--- src/rtl/fa_cell.sv ---
// fa_cell: one-bit full adder cell.
// Pure combinational logic. The top instantiates it once for the live
// combinational outputs and once for the value captured into the registers.
module fa_cell (
  input  logic a,
  input  logic b,
  input  logic cin,
  output logic sum,
  output logic carry
);

  // Sum is the parity of the three inputs; carry is their majority.
  always_comb begin
    sum   = a ^ b ^ cin;
    carry = (a & b) | (a & cin) | (b & cin);
  end

endmodule

--- src/rtl/full_adder.sv ---
// full_adder: one-bit full adder with a combinational path and a registered
// capture path.
//
// Combinational path: sum/carry come from a, b, cin only. They never depend
// on the clock, reset or control inputs, so they stay usable when those
// ports are left unconnected.
//
// Registered path: on each enabled edge, sum_q/carry_q capture the full-add
// of a, b and cin_eff. valid_q pulses for one cycle after each capture, and
// count_q counts captures modulo 2^CNT_W, wrapping silently.
//
// Serial mode: cin_eff is taken from carry_q, so operand bits applied
// LSB-first, one per enabled cycle, form a bit-serial adder. The running
// carry lives in carry_q. Pulse clr before the first bit to zero it.
//
// Control priority: rst_n (asynchronous) over clr (synchronous) over en.
module full_adder #(
  parameter int CNT_W = 8
) (
  input  logic             clk,
  input  logic             rst_n,
  input  logic             a,
  input  logic             b,
  input  logic             cin,
  input  logic             en,
  input  logic             serial_mode,
  input  logic             clr,
  output logic             sum,
  output logic             carry,
  output logic             sum_q,
  output logic             carry_q,
  output logic             valid_q,
  output logic [CNT_W-1:0] count_q
);

  localparam logic [CNT_W-1:0] COUNT_ONE = CNT_W'(1);

  logic cin_eff;
  logic sum_r;
  logic carry_r;

  // Combinational adder fed directly by the cin port.
  fa_cell u_fa_comb (
    .a     (a),
    .b     (b),
    .cin   (cin),
    .sum   (sum),
    .carry (carry)
  );

  // In serial mode the carry-in comes from the previous capture.
  always_comb begin
    cin_eff = serial_mode ? carry_q : cin;
  end

  // Adder feeding the capture registers.
  fa_cell u_fa_reg (
    .a     (a),
    .b     (b),
    .cin   (cin_eff),
    .sum   (sum_r),
    .carry (carry_r)
  );

  // Capture registers: async reset, then sync clear, then enabled load.
  always_ff @(posedge clk or negedge rst_n) begin
    if (!rst_n) begin
      sum_q   <= 1'b0;
      carry_q <= 1'b0;
      valid_q <= 1'b0;
      count_q <= '0;
    end else if (clr) begin
      sum_q   <= 1'b0;
      carry_q <= 1'b0;
      valid_q <= 1'b0;
      count_q <= '0;
    end else if (en) begin
      sum_q   <= sum_r;
      carry_q <= carry_r;
      valid_q <= 1'b1;
      count_q <= count_q + COUNT_ONE;
    end else begin
      valid_q <= 1'b0;
    end
  end

endmodule

--- config.mk ---
export PLATFORM = sky130hd
export DESIGN_NAME = full_adder
export DESIGN_NICKNAME = d
export VERILOG_FILES = /design/src/rtl/fa_cell.sv /design/src/rtl/full_adder.sv
export SDC_FILE = /design/constraint.sdc
export NUM_CORES = 1
export LEC_CHECK = 0
export BUFFER_PORTS_ARGS = -buffer_cell sky130_fd_sc_hd__buf_4
export CAP_MARGIN = 30
export CELL_PAD_IN_SITES_DETAIL_PLACEMENT = 1
export CELL_PAD_IN_SITES_GLOBAL_PLACEMENT = 1
export CORE_MARGIN = 3
export CORE_UTILIZATION = 34
export DETAILED_ROUTE_END_ITERATION = 10
export PLACE_DENSITY_LB_ADDON = 0.1
export SLEW_MARGIN = 25
export SYNTH_ARGS = -nofsm -noshare
export SYNTH_HDL_FRONTEND = slang
export SYNTH_SLANG_ARGS = --single-unit
--- constraint.sdc ---
create_clock -name clk -period 1.75 [get_ports clk]
set_input_delay 0.0875 -clock clk [delete_from_list [all_inputs] [get_ports clk]]
set_output_delay 0.0875 -clock clk [all_outputs]
set_load 0.005 [all_outputs]
After elaboration in Yosys (flattened, before gate mapping)
Cells that the tools add are included.
{"block": "totals", "register_bits": 11, "out_inout_bits": 13, "wordCells": 27}
{"block": "op_classes", "n_addsub": 1, "mux": 9, "bitwise": 12, "n_reduce_logical": 1}
{"cell": "$mux W8", "n": 2}
{"cell": "$add A8 B1 Y8 const B", "n": 1}
{"cell": "$mux W1", "n": 7}
{"cell": "$and A1 B1 Y1", "n": 5}
{"cell": "$or A1 B1 Y1", "n": 4}
{"cell": "$xor A1 B1 Y1", "n": 3}
{"cell": "$reduce_bool A2 Y1", "n": 1}

Depth between registers and ports, before layout
{"block": "logic_depth", "word_depth": 6, "ltp_mapped": 4, "depth_no_buf": 4}

Cells and area by module
A second synthesis with hierarchy kept.
{"block": "hier_totals", "cells_unflattened": 48, "hier_area_um2": 551.8}
{"mod": "full_adder", "n_inst": 1, "cells_per_inst": 46, "area_per_inst_um2": 511.7, "seq_area_each_um2": 275.3}
{"mod": "fa_cell", "n_inst": 2, "cells_per_inst": 1, "area_per_inst_um2": 20.0, "seq_area_each_um2": 0.0}

Least setup slack after synthesis
Ideal clock, no wire load.
{"block": "synth_path", "path_kind": "flip-flop to flip-flop", "startpoint": "register carry_q", "endpoint": "register sum_q", "setup_ns": 0.132, "arrival_time_ns": 1.238, "path_slack_ns": 0.380, "path_stages_with_launch": 5, "cell_sequence": "dfrtp_1 > mux2_2 > fa_1 > mux2i_1 > nor2_1"}
{"block": "synth_via", "elab_chain_len": 4}
{"item": "from (decl)", "line": "full_adder.sv:31", "rtl": "output logic carry_q,"}
{"item": "from (signal assigned)", "line": "full_adder.sv:79", "rtl": "carry_q <= carry_r;"}
{"item": "$mux W1", "line": "full_adder.sv:53", "rtl": "cin_eff = serial_mode ? carry_q : cin;"}
{"item": "$xor A1 B1 Y1", "line": "fa_cell.sv:14", "rtl": "sum = a ^ b ^ cin;"}
{"item": "$mux W1", "line": "full_adder.sv:77", "rtl": "end else if (en) begin"}
{"item": "$mux W1", "line": "full_adder.sv:72", "rtl": "end else if (clr) begin"}
{"item": "to (signal assigned)", "line": "full_adder.sv:78", "rtl": "sum_q <= sum_r;"}
{"item": "to (decl)", "line": "full_adder.sv:30", "rtl": "output logic sum_q,"}
Every way passes these cells. The select of a mux whose other input is x is not followed.
A chain may end at the register's enable or synchronous reset.

Final worst setup path
Same ends and word-level chain as after synthesis.

==> impl_metrics.tcl <==
set metrics [dict create \
    outcome "completed" \
    pre_cts_slack_ns 0.3399 \
    final-seq-area_um2 275.3 \
    grt_max_degree 12 \
    gr-total-overflow 0 \
    place_area_um2 699.4 \
    synthAdderAreaFrac 0.09700 \
    multi_input_area_um2 255.2 \
    vias_per_cell 5.105 \
    initial_utilization 0.3873 \
    holdPathEnd "count_q[0]$_DFFE_PN0P_" \
    clock-root-buffer "clkbuf_4" \
    wl_per_cell_um 14.42 \
    core_area_um2 1399 \
    yosys.area_share.simple 0.1778 \
    synth-xor-area-share 0.06467 \
    whs_path_depth 2 \
    p_total_w 0.0005284 \
    startpoint_type "flip-flop" \
    cts_tree "done" \
    cts_buffer_depth 2 \
    synth_area_um2 541.8 \
    synth_top_family_by_area "simple AND/OR/NAND/NOR gates" \
    ff2ff_path_depth 4 \
    fin_setup_tns_ns 0 \
    worst-path-max-fanout 3 \
    gp_congestion 0.6485 \
    drive_gt1_frac 0.3521 \
    period_minus_slack_ns 1.413 \
    seq_area_frac_synth 0.5081 \
    synth_mux_area_frac 0.07621 \
    dp.cells 81 \
    fin_nets 83 \
    htree_levels 1 \
    drt_pre_antenna_iters 2 \
    powerDensity_nw_per_um2 718.2 \
    route.detailed.drc 0 \
    io_pins 21 \
    grt.total_usage 0.1323 \
    n_antenna_cell 0 \
    r2r_end "sum_q$_DFFE_PN0P_" \
    placement.io_buffers 20 \
    layout.cells.non_filler 86 \
    min_period_over_period 0.8073 \
    die_h_um 45.92 \
    cts.sinks 11 \
    synth_fp_nets 59 \
    yosysUniqueCellTypes 18 \
    synth_seq_cells 11 \
    grt_pass1_wl_mm 1.959 \
    synth_compound_area_frac 0.05543 \
    grt_antenna_before_repair 0 \
    r2r_start "carry_q$_DFFE_PN0P_" \
    clock_skew_ns 0.004162 \
    worst_slew_pin_slew_ns 0.2196 \
    vdd_ir_drop_max_mv 0.3794 \
    area_growth_pct 35.80 \
    hold_path.class "input pin to flip-flop" \
    cp_cell_sequence "mux2_2 > fa_1 > mux2i_1 > nor2_1" \
    postSynthCellCount 48 \
    dieArea_um2 2108 \
    crit_arrival_ns 1.57 \
    die_x_um 45.92 \
    ys.warnings.count 0 \
    syn_avg_cell_area_um2 11.29 \
    dr.first_iter.drc_count 1 \
    cap_violations 0 \
    path_clk_slew_ns 0.07 \
    setup_ws_ns 0.3371 \
    cp-end-kind "flip-flop" \
    critical_path.max_stage_delay_ns 0.42 \
    worstSkewPairLatency_ns 0.26 \
    wl_mm 1.240 \
    slew_headroom 0.8536 \
    ant_nets 0 \
    critPathSlowestCell "fa_1" \
    cts-buffers-inserted 3 \
    vias 439 \
    rsz0062_at_grt "no" \
    clock.fmax_mhz 707.8 \
    hpwlAfterDp_um 926.6 \
    slew_violations 0 \
    design_area_um2 735.7 \
    fill_cells 163 \
    rrSetupSlack_ns 0.34 \
    row_count 13 \
    finalHoldViolCount 0 \
    hold_start "clr" \
    power.leakage_nw 0.3637 \
    worstSetupPathType "flip-flop to flip-flop" \
    grt_pass1_vias 443 \
    setup_viol_count_final 0 \
    cp.required_ns 1.91 \
]
per-stage QoR:
step,hold WS (ns),utilization
after floorplan,-0.2081,-
after global placement,-0.06854,0.5000
after detailed placement,-0.06896,0.5000
after CTS,0.06466,0.5259
after global routing,0.07807,0.5259
final,0.07166,0.5259
report_power, final:
part,switching [W],total (W),internal (W)
sequential,0.0000119,0.000276,0.000264
combinational,0.0000355,0.0000810,0.0000455
clock,0.0000838,0.000172,0.0000880
total,0.000131,0.000528,0.000397
worst max-delay path: cells and delay by family (launching register included):
family | cells | cell delay, ns
adder cells (fa/ha/maj) | 1 | 0.42
flip-flops | 1 | 0.40
AND/OR/NAND/NOR | 1 | 0.05
multiplexers | 2 | 0.43
synthesized netlist by cell type:
| cell | number | share of area |
|---|---|---|
| mux2_2 | 1 | 0.021 |
| fa_1 | 2 | 0.074 |
| nand4_1 | 3 | 0.035 |
| xnor2_1 | 1 | 0.016 |
| or3_1 | 3 | 0.035 |
| a21oi_1 | 3 | 0.028 |
| nand3_1 | 2 | 0.018 |
| nor2_1 | 7 | 0.049 |
| buf_4 | 1 | 0.014 |
| clkbuf_1 | 1 | 0.0069 |
| nand2_1 | 1 | 0.0069 |
| mux2i_1 | 3 | 0.055 |
| nand4_2 | 1 | 0.023 |
| o21ai_0 | 3 | 0.028 |
| nor2b_1 | 1 | 0.012 |
| ha_1 | 1 | 0.023 |
| xor2_1 | 3 | 0.049 |
| dfrtp_1 | 11 | 0.51 |
sequential cells by signal (all words and copies together), names as in the netlist:
register	cells
carry_q	1
count_q	8
sum_q	1
valid_q	1
cell families after synthesis:
logic type	count (synthesis)
simple gates	18
fa+ha+maj	3
xor+xnor	4
compound gates	6
mux	4
buf+inv	2
flops	11
area by class of cell:
cell class                      count  share of cell area
Tap cell                           15             0.02551
Multi-Input combinational cell     35              0.3469
Sequential cell                    11              0.3741
Clock buffer                        4             0.03571
Timing Repair Buffer               21              0.2177
worst max-delay path by stage:
stage                        startpoint                end  depth (start not counted)
floorplan           carry_q$_DFFE_PN0P_  sum_q$_DFFE_PN0P_                          4
global placement    carry_q$_DFFE_PN0P_  sum_q$_DFFE_PN0P_                          4
detailed placement  carry_q$_DFFE_PN0P_  sum_q$_DFFE_PN0P_                          4
CTS                 carry_q$_DFFE_PN0P_  sum_q$_DFFE_PN0P_                          4
global route        carry_q$_DFFE_PN0P_  sum_q$_DFFE_PN0P_                          4
finish              carry_q$_DFFE_PN0P_  sum_q$_DFFE_PN0P_                          4
metal layers:
metal | track usage | up-vias | wire, um
met4 | 0.05114 | 0 | 0
met3 | 0.03557 | 0 | 70
met2 | 0.2060 | 13 | 627
li1 | - | 216 | -
met1 | 0.1723 | 210 | 542
met5 | 0 | - | 0
cells in the final DEF (no fill, tap or decap), drive strengths merged:
| cell | netlist | routed |
|---|---|---|
| xnor2 | 1 | 1 |
| nor2 | 7 | 7 |
| nor2b | 1 | 1 |
| buf | 1 | 20 |
| nand4 | 4 | 4 |
| fa | 2 | 2 |
| nand3 | 2 | 2 |
| dfrtp | 11 | 11 |
| ha | 1 | 1 |
| a21oi | 3 | 3 |
| mux2 | 1 | 1 |
| mux2i | 3 | 3 |
| xor2 | 3 | 3 |
| o21ai | 3 | 3 |
| nand2 | 1 | 1 |
| or3 | 3 | 3 |
| clkbuf | 1 | 4 |
| dlygate4sd3 | 0 | 1 |
repair_timing:
item | CTS | global route
resized for setup | 0 | 0
hold endpoints to repair | 11 | 0
setup buffers | 0 | 0
hold buffers | 1 | 0
No activity file was read; power rests on OpenSTA's default activity.
